### config.mk
export PLATFORM = sky130hd
export DESIGN_NAME = input_conditioner
export DESIGN_NICKNAME = d
export VERILOG_FILES = /design/src/rtl/input_conditioner.sv
export SDC_FILE = /design/constraint.sdc
export NUM_CORES = 1
export LEC_CHECK = 0
export CAP_MARGIN = 20
export CORE_MARGIN = 5
export CORE_UTILIZATION = 45
export CTS_BUF_LIST = sky130_fd_sc_hd__clkbuf_16
export CTS_CLUSTER_SIZE = 20
export DETAILED_ROUTE_END_ITERATION = 12
export PLACE_DENSITY_LB_ADDON = 0.15
export SYNTH_ARGS = -nofsm -noshare
export SYNTH_HDL_FRONTEND = slang
export SYNTH_SLANG_ARGS = --single-unit
### constraint.sdc
create_clock -name clk -period 50.8 [get_ports clk]
set_clock_uncertainty 0.15 [all_clocks]
set_input_delay 10.16 -clock clk [delete_from_list [all_inputs] [get_ports clk]]
set_output_delay 10.16 -clock clk [all_outputs]
set_load 0.005 [all_outputs]
### src/rtl/input_conditioner.sv
// rtl/input_conditioner.sv - synchronise, debounce and edge-strobe the debug-unit buttons and hex switches
module input_conditioner #(
    parameter int DB_CYCLES = 1_000_000,
    parameter int CNT_W     = 20
) (
    input  logic        clk,
    input  logic        rst,
    input  logic        step,
    input  logic        cont,
    input  logic        chk,
    input  logic        ent,
    input  logic        del,
    input  logic [15:0] hd,
    output logic        step_ps,
    output logic        cont_ps,
    output logic        chk_ps,
    output logic        ent_ps,
    output logic        del_ps,
    output logic [15:0] hd_ps,
    output logic [4:0]  btn_db,
    output logic [15:0] hd_db
);

    localparam int N   = 21;
    localparam int NBTN = 5;
    localparam logic [CNT_W-1:0] DB_LAST  = CNT_W'(DB_CYCLES - 1);
    localparam logic [CNT_W-1:0] ARM_LAST = CNT_W'(DB_CYCLES + 1);

    logic [N-1:0]     raw;
    logic [N-1:0]     s1;
    logic [N-1:0]     s2;
    logic [N-1:0]     stable;
    logic [N-1:0]     ps_q;
    logic [CNT_W-1:0] cnt [N];
    logic [CNT_W-1:0] arm_cnt;
    logic             armed;

    // Channel order: buttons in the low bits, switches above them.
    assign raw = {hd, del, ent, chk, cont, step};

    always_ff @(posedge clk or posedge rst) begin
        if (rst) begin
            s1      <= '0;
            s2      <= '0;
            stable  <= '0;
            ps_q    <= '0;
            arm_cnt <= '0;
            armed   <= 1'b0;
            for (int i = 0; i < N; i++) begin
                cnt[i] <= '0;
            end
        end else begin
            s1 <= raw;
            s2 <= s1;
            // Levels already present at reset release settle before this fires, so they never strobe.
            if (!armed) begin
                arm_cnt <= arm_cnt + 1'b1;
                if (arm_cnt == ARM_LAST) begin
                    armed <= 1'b1;
                end
            end
            for (int i = 0; i < N; i++) begin
                ps_q[i] <= 1'b0;
                if (s2[i] == stable[i]) begin
                    cnt[i] <= '0;
                end else if (cnt[i] == DB_LAST) begin
                    stable[i] <= s2[i];
                    cnt[i]    <= '0;
                    ps_q[i]   <= armed && ((i >= NBTN) || s2[i]);
                end else begin
                    cnt[i] <= cnt[i] + 1'b1;
                end
            end
        end
    end

    assign step_ps = ps_q[0];
    assign cont_ps = ps_q[1];
    assign chk_ps  = ps_q[2];
    assign ent_ps  = ps_q[3];
    assign del_ps  = ps_q[4];
    assign hd_ps   = ps_q[N-1:NBTN];
    assign btn_db  = stable[NBTN-1:0];
    assign hd_db   = stable[N-1:NBTN];

endmodule

# Yosys cells after proc, flatten, opt, wreduce, memory -nomap -nowiden
# Cells that the tools add are included.
[word_totals] ff_bits=525 inputBits=23 output_inout_bits=42 wordCells=245
[op_classes] add_sub_neg=22 eq_ne=43 muxes=86 bitwise=21 reduce_logical=26
[op_table] op="20-bit two-way mux" n=42
[op_table] op="20-bit by 1-bit adder with 20-bit output (second input constant)" n=22
[op_table] op="20-bit equality test (second input constant)" n=22
[op_table] op="1-bit two-way mux" n=44
[op_table] op="2-bit AND reduction" n=21
[op_table] op="1-bit equality test" n=21
[op_table] op="1-bit inverter" n=21
[op_table] op="1-bit logical AND" n=5

# Logic depth before layout (Yosys ltp)
# Gate-level depths: netlist (run 1).
[depth] word_depth=3 depth_mapped=6 ltp_nobuf=5

# Worst setup path after synthesis (run 1)
# Ideal clock, no wire load.
[synth_timing] path_type="register to output" start="reg stable[2]" end="out btn_db[2]" t_arrival_ns=0.388 required_ns=40.490 path_slack_ns=40.102 path_stages_with_launch=1 path_buffers=0 path_cell_list="dfrtp_1"
[synth_rtl] element="start, declared" line="32" text="logic [N-1:0] stable;"
[synth_rtl] element="start signal, assigned by index" line="67" text="stable[i] <= s2[i];"
[synth_rtl] element="end, declared" line="20" text="output logic [4:0] btn_db,"
# No word-level cell between the ends.

==> results of run 1 <==
[per-stage QoR]
stage	setup slack, ps	total power, W	hold slack [ps]	cell area (sq um)
global placement	37310	0.000463	184	26100
floorplan	25820	0.000454	181	24600
finish	38180	0.000857	195	27900
CTS	37930	0.000875	188	27900
detailed placement	37280	0.000463	185	26100
global route	37660	0.000896	200	27900
[synthesized netlist by cell type, types with 59 or more instances]
library cell / n
a21oi_1: 152
and3_1: 59
dfrtp_1: 525
inv_1: 85
nand2_1: 151
nand3_1: 172
nand4_1: 63
nor2_1: 300
nor3_1: 59
o21ai_0: 101
o31ai_1: 61
or3_1: 95
or4_1: 87
xnor2_1: 149
xor2_1: 115
[worst reg2reg max path: cells and delay by family, from the launching register on]
kind	cells	cell delay, ps
xor+xnor	1	160
simple gates	3	1340
flops	1	740
[cells by family (layout without fill, tap and decap cells)]
logic type      Yosys count  after routing  share of synthesized area, %
flops                   525            525                          53.3
simple gates           1152           1152                          25.0
buf+inv                 168            278                          2.71
fa+ha+maj                23             23                          1.17
xor+xnor                264            264                          9.39
compound gates          328            328                          7.39
mux                      21             21                         0.960
[cell type report]
cell class / instances / area, sq um / share of cell area (%)
Tap cell: 696 / 871 / 3.12
Clock buffer: 57 / 1430 / 5.11
Inverter: 85 / 327 / 1.17
Clock inverter: 46 / 400 / 1.43
Timing Repair Buffer: 90 / 868 / 3.11
Multi-Input combinational cell: 1788 / 10900 / 39.0
Sequential cell: 525 / 13100 / 47.1
[per-layer routing]
layer | GRT usage [%] | up-vias | wire length [microns]
met5 | 0 | - | 0
met1 | 20.7 | 8836 | 21900
met4 | 4.70 | 0 | 1140
met3 | 2.41 | 75 | 1380
li1 | - | 8946 | -
met2 | 26.4 | 171 | 21900
[registers in the layout (all words and copies together), names as in the netlist]
signal / flops
s1: 21
arm_cnt: 20
ps_q: 21
s2: 21
cnt: 420
stable: 21
armed: 1
[worst paths after layout]
check	startpoint	end	slack, ps	cells after the start
max in group clk	stable[2]$_DFFE_PP0P_	btn_db[2]	38970	1
min in group asynchronous	rst	stable[3]$_DFFE_PP0P_	9710	2
max reg2reg	armed$_DFF_PP0_	arm_cnt[19]$_DFFE_PP0N_	48300	4
min reg2reg	s1[19]$_DFF_PP0_	s2[19]$_DFF_PP0_	190	0
min	s1[19]$_DFF_PP0_	s2[19]$_DFF_PP0_	190	0
max	rst	s2[15]$_DFF_PP0_	38180	5
[power breakdown]
part	total (W)	leakage [nW]	switching, W	internal, W
registers	0.000430	7.17	0.00000545	0.000424
clock network	0.000402	0.950	0.000164	0.000238
logic	0.0000256	3.05	0.0000179	0.00000772
total	0.000857	11.2	0.000188	0.000670
==> metrics.md, run 1 <==
| Metric | Value |
|---|---|
| Mapped Area | `0.0246 sq mm` |
| Layout Cells excl Fill | `3287` |
| Post-Syn Instances | `2481` |
| Worst Max-Slew Pin Slew | `942 ps` |
| Post-synth EDFFs | `0` |
| Area contributors post-synth | `dfrtp_1 53%, xnor2_1 5.3%, nor2_1 4.6%` |
| Worst slew margin | `37.2%` |
| Crit path time final | `12620 ps` |
| Layout cells sized above 1 | `6.18%` |
| Power Density | `30.7 mW/mm^2` |
| Primary FF master, synth | `dfrtp_1` |
| Sequential share of the synthesized area | `53.3%` |
| Startpoint Class | `input pin` |
| Outcome | `finished clean` |
| Initial Util | `45.6%` |
| Crit end category | `asynchronous set/reset pin` |
| CP Buf/Inv Count | `5` |
| H-tree depth | `2` |
| DR WL/cell | `14.1 microns` |
| Hold buffer count at CTS | `0` |
| WL final | `46.3 mm` |
| Fill count | `4860` |
| Cts bufs inserted | `57` |
| Final core utilization | `51.7%` |
| Num rows | `85` |
| #FFs+latches synth | `525` |
| Max cap viols | `0` |
| Syn Area/Cell | `9.93 sq um` |
| Clk pin slew, worst setup/hold paths | `60 ps` |
| Largest area contributor in the netlist | `dfrtp_1` |
| Grt total ovfl | `0` |
| Gpl congestion | `0.803` |
| CP Max Fanout | `169` |
| Worst-Skew Late Latency | `620 ps` |
| Leakage | `11.2 nW` |
| Delay-heaviest family, CP | `buffers and inverters` |
| Unrepaired setup endpoints after global routing | `no` |
| PortBufs | `64` |
| Setup TNS Final | `0 ps` |
| Root buf cell | `clkbuf_16` |
| Period utilization | `24.8%` |
| Sink Count | `525` |
| CTS tree | `yes` |
| Chip Width | `244 microns` |
| Syn Nets | `2527` |
| Setup Fix Bufs, Post-CTS | `0` |
| Placed insts | `3183` |
| Synth async-reset ratio | `100%` |
| Antenna-violating nets left | `0` |
| Worst hold path type | `flip-flop to flip-flop` |
| Synth top area share | `53.3%` |
| DRT iter0 DRCs | `978` |
| Nets | `2593` |
| Yosys cell types | `47` |
| Drt first pass iters | `5` |
| Via count | `18000` |
| CP arrival | `13060 ps` |
| Post-detail-place hpwl | `30.2 mm` |
| Slowest CP cell | `buf_4` |
| First-pass GRT wire length | `81.6 mm` |
| Most common cell after layout, fill and taps aside | `dfrtp_1` |
| DRC viols | `0` |
| Ys Warns | `0` |
| Fmax | `0.0793 GHz` |
| Kind of critical path | `input pin to asynchronous set/reset pin` |
| Vias in the first global route | `17700` |
| Worst path cell trace | `clkdlybuf4s50_1 > inv_8 > buf_16 > buf_12 > buf_4` |
| Fin. Hold Viols | `0` |
| Final setup viols | `0` |
| Maximum clock insertion buffer count | `3` |
| GRT Total Usage | `15.5%` |
| Die outline height | `244 microns` |
| Area added between synthesis and finish | `13.3%` |
| Required time of the critical path | `51240 ps` |
| CP max stage delay | `880 ps` |
| Slew Limit Fails | `0` |
| Core box area | `0.0540 sq mm` |
| Post-cts gate resize count | `0` |
| Most frequent cells in the layout | `524 x dfrtp_1, 300 x nor2_1, 172 x nand3_1` |
| Largest net degree at the start of global routing | `170` |
| Worst vdd ir | `0.0271 mV` |
| Avg Vias per Cell | `5.48` |
| Initial antenna violation count | `0` |
| Antenna Cells | `0` |
| Die area | `0.0595 sq mm` |
| # IOs | `65` |
(Power assumes the default switching activity.)
==> run 2: changes to the inputs <==
==> constraint.sdc (replaced) <==
create_clock -name clk -period 12.3 [get_ports clk]
set_clock_uncertainty 0.15 [all_clocks]
set_input_delay 2.46 -clock clk [delete_from_list [all_inputs] [get_ports clk]]
set_output_delay 2.46 -clock clk [all_outputs]
set_load 0.005 [all_outputs]
==> metrics.md, run 2 (synthesis gave the netlist of run 1 again) <==
| Metric | Value |
|---|---|
| Outcome | `finished clean` |
| Largest net degree at the start of global routing | `174 (+2.4%)` |
| Unrepaired setup endpoints after global routing | `no` |
| CP arrival | `4950 ps (-8110 ps)` |
| Hold path cells | `0 (unchanged)` |
| Max cap viols | `0 (unchanged)` |
| DR WL/cell | `14.3 microns (+1.2%)` |
| DRT iter0 DRCs | `1009 (+3.2%)` |
| Worst Max-Slew Pin Slew | `977 ps (+34.4 ps)` |
| CTS tree | `yes` |
| Fin area | `0.0278 sq mm (-0.24%)` |
| Placed insts | `3183 (unchanged)` |
| Depth of the most critical reg-to-reg path | `5 (+1)` |
| Final core utilization | `51.5% (-0.12 points)` |
| Grt total ovfl | `0 (unchanged)` |
| Worst vdd ir | `0.104 mV (+280%)` |
| DRC viols | `0 (unchanged)` |
| Core box area | `0.0540 sq mm (unchanged)` |
| Sink Count | `525 (unchanged)` |
| Final setup viols | `0 (unchanged)` |
| Worst hold path type | `flip-flop to flip-flop` |
| # IOs | `65 (unchanged)` |
| Fin. Hold Viols | `0 (unchanged)` |
| Num rows | `85 (unchanged)` |
| Setup TNS Final | `0 ps (unchanged)` |
| Startpoint Class | `input pin` |
| Crit path time final | `4490 ps` |
| Area added between synthesis and finish | `13.0%` |
| Setup Fix Bufs, Post-CTS | `0 (unchanged)` |
| Post-cts gate resize count | `0 (unchanged)` |
| PnR worst setup slack | `7810 ps (-30380 ps)` |
| Die outline height | `244 microns (unchanged)` |
| Fmax | `0.223 GHz` |
| Top reg by flops | `cnt` |
| Max reg flops | `420 (unchanged)` |
| First-pass GRT wire length | `82.6 mm (+1.3%)` |
| Period utilization | `36.5%` |
| Drt first pass iters | `6 (+1)` |
| Initial antenna violation count | `1 (+1)` |
| PortBufs | `64 (unchanged)` |
| Fill count | `4937 (+1.6%)` |
| Kind of critical path | `input pin to asynchronous set/reset pin` |
| Leakage | `11.1 nW (-0.47%)` |
| Layout Cells excl Fill | `3287 (unchanged)` |
| Via count | `18100 (+0.59%)` |
| Post-placement cell area | `0.0261 sq mm (about the same)` |
| Antenna-violating nets left | `0 (unchanged)` |
| Power Density | `124 mW/mm^2 (+300%)` |
| Maximum clock insertion buffer count | `3 (unchanged)` |
| Most common cell after layout, fill and taps aside | `dfrtp_1` |
| Nets | `2594 (+0.039%)` |
| Hold buffer count at CTS | `0 (unchanged)` |
| Vias in the first global route | `18000 (+1.6%)` |
| Antenna Cells | `0 (unchanged)` |
| GRT Total Usage | `15.8% (+0.23 points)` |
| Layout cells sized above 1 | `6.21% (+0.039 points)` |
| Cts bufs inserted | `57 (unchanged)` |
| Most frequent cells in the layout | `524 x dfrtp_1, 300 x nor2_1, 172 x nand3_1` |
| Initial Util | `45.6% (unchanged)` |
| H-tree depth | `2 (unchanged)` |
| Root buf cell | `clkbuf_16` |
| Worst-Skew Late Latency | `610 ps (about the same)` |
| Crit end category | `asynchronous set/reset pin` |
| Post-detail-place hpwl | `30.8 mm (+2.0%)` |
| Required time of the critical path | `12760 ps (-38480 ps)` |
| Slew Limit Fails | `0 (unchanged)` |
| Chip Width | `244 microns (unchanged)` |
| Worst slew margin | `34.9% (-2.3 points)` |
| Gpl congestion | `0.794 (-1.0%)` |
| Place WS | `6670 ps (-30610 ps)` |
| Die area | `0.0595 sq mm (unchanged)` |
| CP Max Fanout | `163 (-3.6%)` |
| Avg Vias per Cell | `5.52 (+0.59%)` |
| Clk pin slew, worst setup/hold paths | `60 ps (about the same)` |
| WL final | `46.9 mm (+1.2%)` |
[run 2: power breakdown]
part	switching [W]	total, W	leakage (nW)	internal, W
logic	0.0000740	0.000107	3.06	0.0000331
clock network	0.000678	0.00158	0.886	0.000900
registers	0.0000226	0.00177	7.17	0.00175
[run 2: worst paths after layout]
path	from	endpoint	slack, ps
max	rst	cnt[353]$_DFF_PP0_	7810
min	s1[0]$_DFF_PP0_	s2[0]$_DFF_PP0_	200
max reg2reg	cnt[115]$_DFF_PP0_	cnt[118]$_DFF_PP0_	9560
min reg2reg	s1[0]$_DFF_PP0_	s2[0]$_DFF_PP0_	200
max in group clk	stable[1]$_DFFE_PP0P_	btn_db[1]	8170
min in group asynchronous	rst	s1[18]$_DFF_PP0_	2100
[run 2: worst max-delay path: stages]
cell,delay [ps]
clkdlybuf4s50_1,440
clkinvlp_4,360
buf_12,650
buf_4,800
[run 2: layer usage]
metal / GRT usage, % / part of all wire [%] / vias to the layer above
li1: - / - / 8946
met1: 21.0 / 47 / 8912
met2: 26.8 / 48 / 196
met3: 2.48 / 3.3 / 80
met4: 4.70 / 2.4 / 0
met5: 0 / 0 / -
[run 2: final cells by class]
| cell class | instances | area [sq um] | area share (%) |
|---|---|---|---|
| clock inverters | 43 | 248 | 0.890 |
| well taps | 696 | 871 | 3.13 |
| repair buffers | 91 | 908 | 3.26 |
| flip-flops and latches | 525 | 13100 | 47.2 |
| inverters | 85 | 323 | 1.16 |
| clock buffers | 59 | 1480 | 5.30 |
| multi-input cells | 1788 | 10900 | 39.1 |
[run 2: per-stage QoR]
step / total power, W / hold WS, ps
2_1_floorplan: 0.00188 / 181
3_3_place_gp: 0.00191 / 183
3_5_place_dp: 0.00191 / 185
4_1_cts: 0.00352 / 199
5_1_grt: 0.00361 / 203
6_report: 0.00346 / 197
==> edit: new RTL, config.mk and constraints of run 2 <==
`CNT_W`: 20 -> 28.
--- a/src/rtl/input_conditioner.sv
+++ b/src/rtl/input_conditioner.sv
@@ -2,5 +2,5 @@
 module input_conditioner #(
     parameter int DB_CYCLES = 1_000_000,
-    parameter int CNT_W     = 20
+    parameter int CNT_W     = 28
 ) (
     input  logic        clk,
Check against the original RTL: same outputs for any inputs over 4 cycles, from zero or initial values and one cycle with rst high; that may be too few to reach the edited logic, so the function may still have changed.
==> edit against run 2 <==
- sequential cell count up 176
- design area rose by 35%
- highest routed layer unchanged
- largest power group is now the clock network
- setup slack got worse by 0.49 ns
- count of clock-buffer cells in the layout grew 25
- area after synthesis is 35% higher
- global-route usage rose by 0.91 points
- wire length increased by 39%
- critical path type unchanged
- power increased by 41%
==> edit: results (changes against run 2) <==
* Sequential area share after synthesis at 0.5263 (-0.007071)
* Worst Path Arrival at 5.45 ns (+0.50 ns)
* FF-to-FF Start: cnt[379]
* Slowest stage delay, CP at 0.84 ns (+0.04 ns)
* Final std cells w/o fill at 4433 (+35%)
* Worst hold margin at 0.1962 ns (-0.001217 ns)
* GRT Total Usage at 0.1667 (+0.009074)
* Met1 WL at 31080 µm (+42%)
* Number of fill cells at 6508 (+32%)
* 1st-iter DRT viols at 1322 (+31%)
* Final #Nets at 3457 (+33%)
* R2R setup slack at 9.60 ns (+0.04 ns)
* Synth top area cells: dfrtp_1 53%, xor2_1 8.9%, nor2_1 7.8%, xnor2_1 6.5%, nand4_1 3.9%
* Worst slack, placed at 6.507 ns (-0.1625 ns)
* Max_cap viols at 0 (unchanged)
* Syn_nets at 3384 (+34%)
* Placement Cell Area at 34860 µm² (+34%)
* Via density at 5.342 (-3.2%)
* Routed len/inst at 14.71 µm (+3.2%)
* Vias in the first global route at 24130 (+34%)
* Synth top cells by count: 701 x dfrtp_1, 695 x nor2_1, 340 x xor2_1, 253 x nand3_1, 246 x xnor2_1
* Post-DP HPWL at 42510 µm (+38%)
* DR WL met2 at 30720 µm (+37%)
* Worst-path fanout max at 72 (-56%)
* CTS root buf: clkbuf_16
* Worst VDD drop at 82.36 µV (-20%)
* Layout cells sized above 1 at 0.05901 (-0.003128)
* Initial antenna violation count at 0 (-1)
* Yosys cell types at 49 (+4.3%)
* First-pass GRT wire length at 115200 µm (+39%)
* Met3 routed WL at 2234 µm (+43%)
* RR Endpoint: cnt[388]
* Placed cell count at 4285 (+35%)
* Syn_area_per_cell at 9.986 µm² (+0.58%)
* Leakage at 15.95 nW (+43%)
* H-tree depth at 3 (+1)
* Hold_sp: s1[4]
* Hold endpoint: s2[4]
* Final Wtd Congestion at 0.8247 (+3.8%)
* Drt pass-1 iters at 5 (-1)
* Worst-Margin Slew at 1.010 ns (+0.03323 ns)
* Status: finished clean
* Pin count of the biggest net entering global routing at 169 (-2.9%)
-- edit: cell type report --
class | count | area share
clock inverter | 61 | 0.01503
multi-input combinational | 2485 | 0.4028
tap | 959 | 0.03196
inverter | 61 | 0.006199
clock buffer | 84 | 0.05599
timing repair buffer | 82 | 0.02066
sequential | 701 | 0.4673
-- edit: worst max path at each step --
stage	from	to	slack, ns
3_3_place_gp	rst	cnt[119]	6.60
6_report	rst	cnt[139]	7.32
5_1_grt	rst	cnt[220]	6.76
3_5_place_dp	rst	cnt[134]	6.51
4_1_cts	rst	cnt[119]	7.14
2_1_floorplan	rst	arm_cnt[0]	0.09
-- edit: logic make-up after synthesis --
family / count (synthesis) / share of synthesized area
AO/OA/AOI/OAI: 14 / 0.003678
XOR/XNOR: 586 / 0.1540
adder cells (fa/ha/maj): 23 / 0.008634
buffers and inverters: 152 / 0.02004
flip-flops: 701 / 0.5263
multiplexers: 23 / 0.007733
AND/OR/NAND/NOR: 1839 / 0.2797
-- edit: power breakdown --
part | internal [W] | total (W) | switching (W)
sequential | 0.00233 | 0.00235 | 0.0000214
combinational | 0.0000302 | 0.000122 | 0.0000914
clock | 0.00146 | 0.00239 | 0.000931
-- edit: stage by stage --
stage | utilization | total power [W]
after floorplan | - | 0.002487
after global placement | 0.4760 | 0.002514
after detailed placement | 0.4762 | 0.002521
after CTS | 0.5126 | 0.004955
after global routing | 0.5128 | 0.005065
final | 0.5128 | 0.004865
-- edit: critical path: cells and delay by family --
family	cells	cell delay (ns)
buffers and inverters	5	2.85
-- edit: metal layers --
layer,vias to the layer above,track usage
met5,-,0
li1,11570,-
met2,304,0.2764
met1,11710,0.2312
met4,0,0.04510
met3,89,0.02575
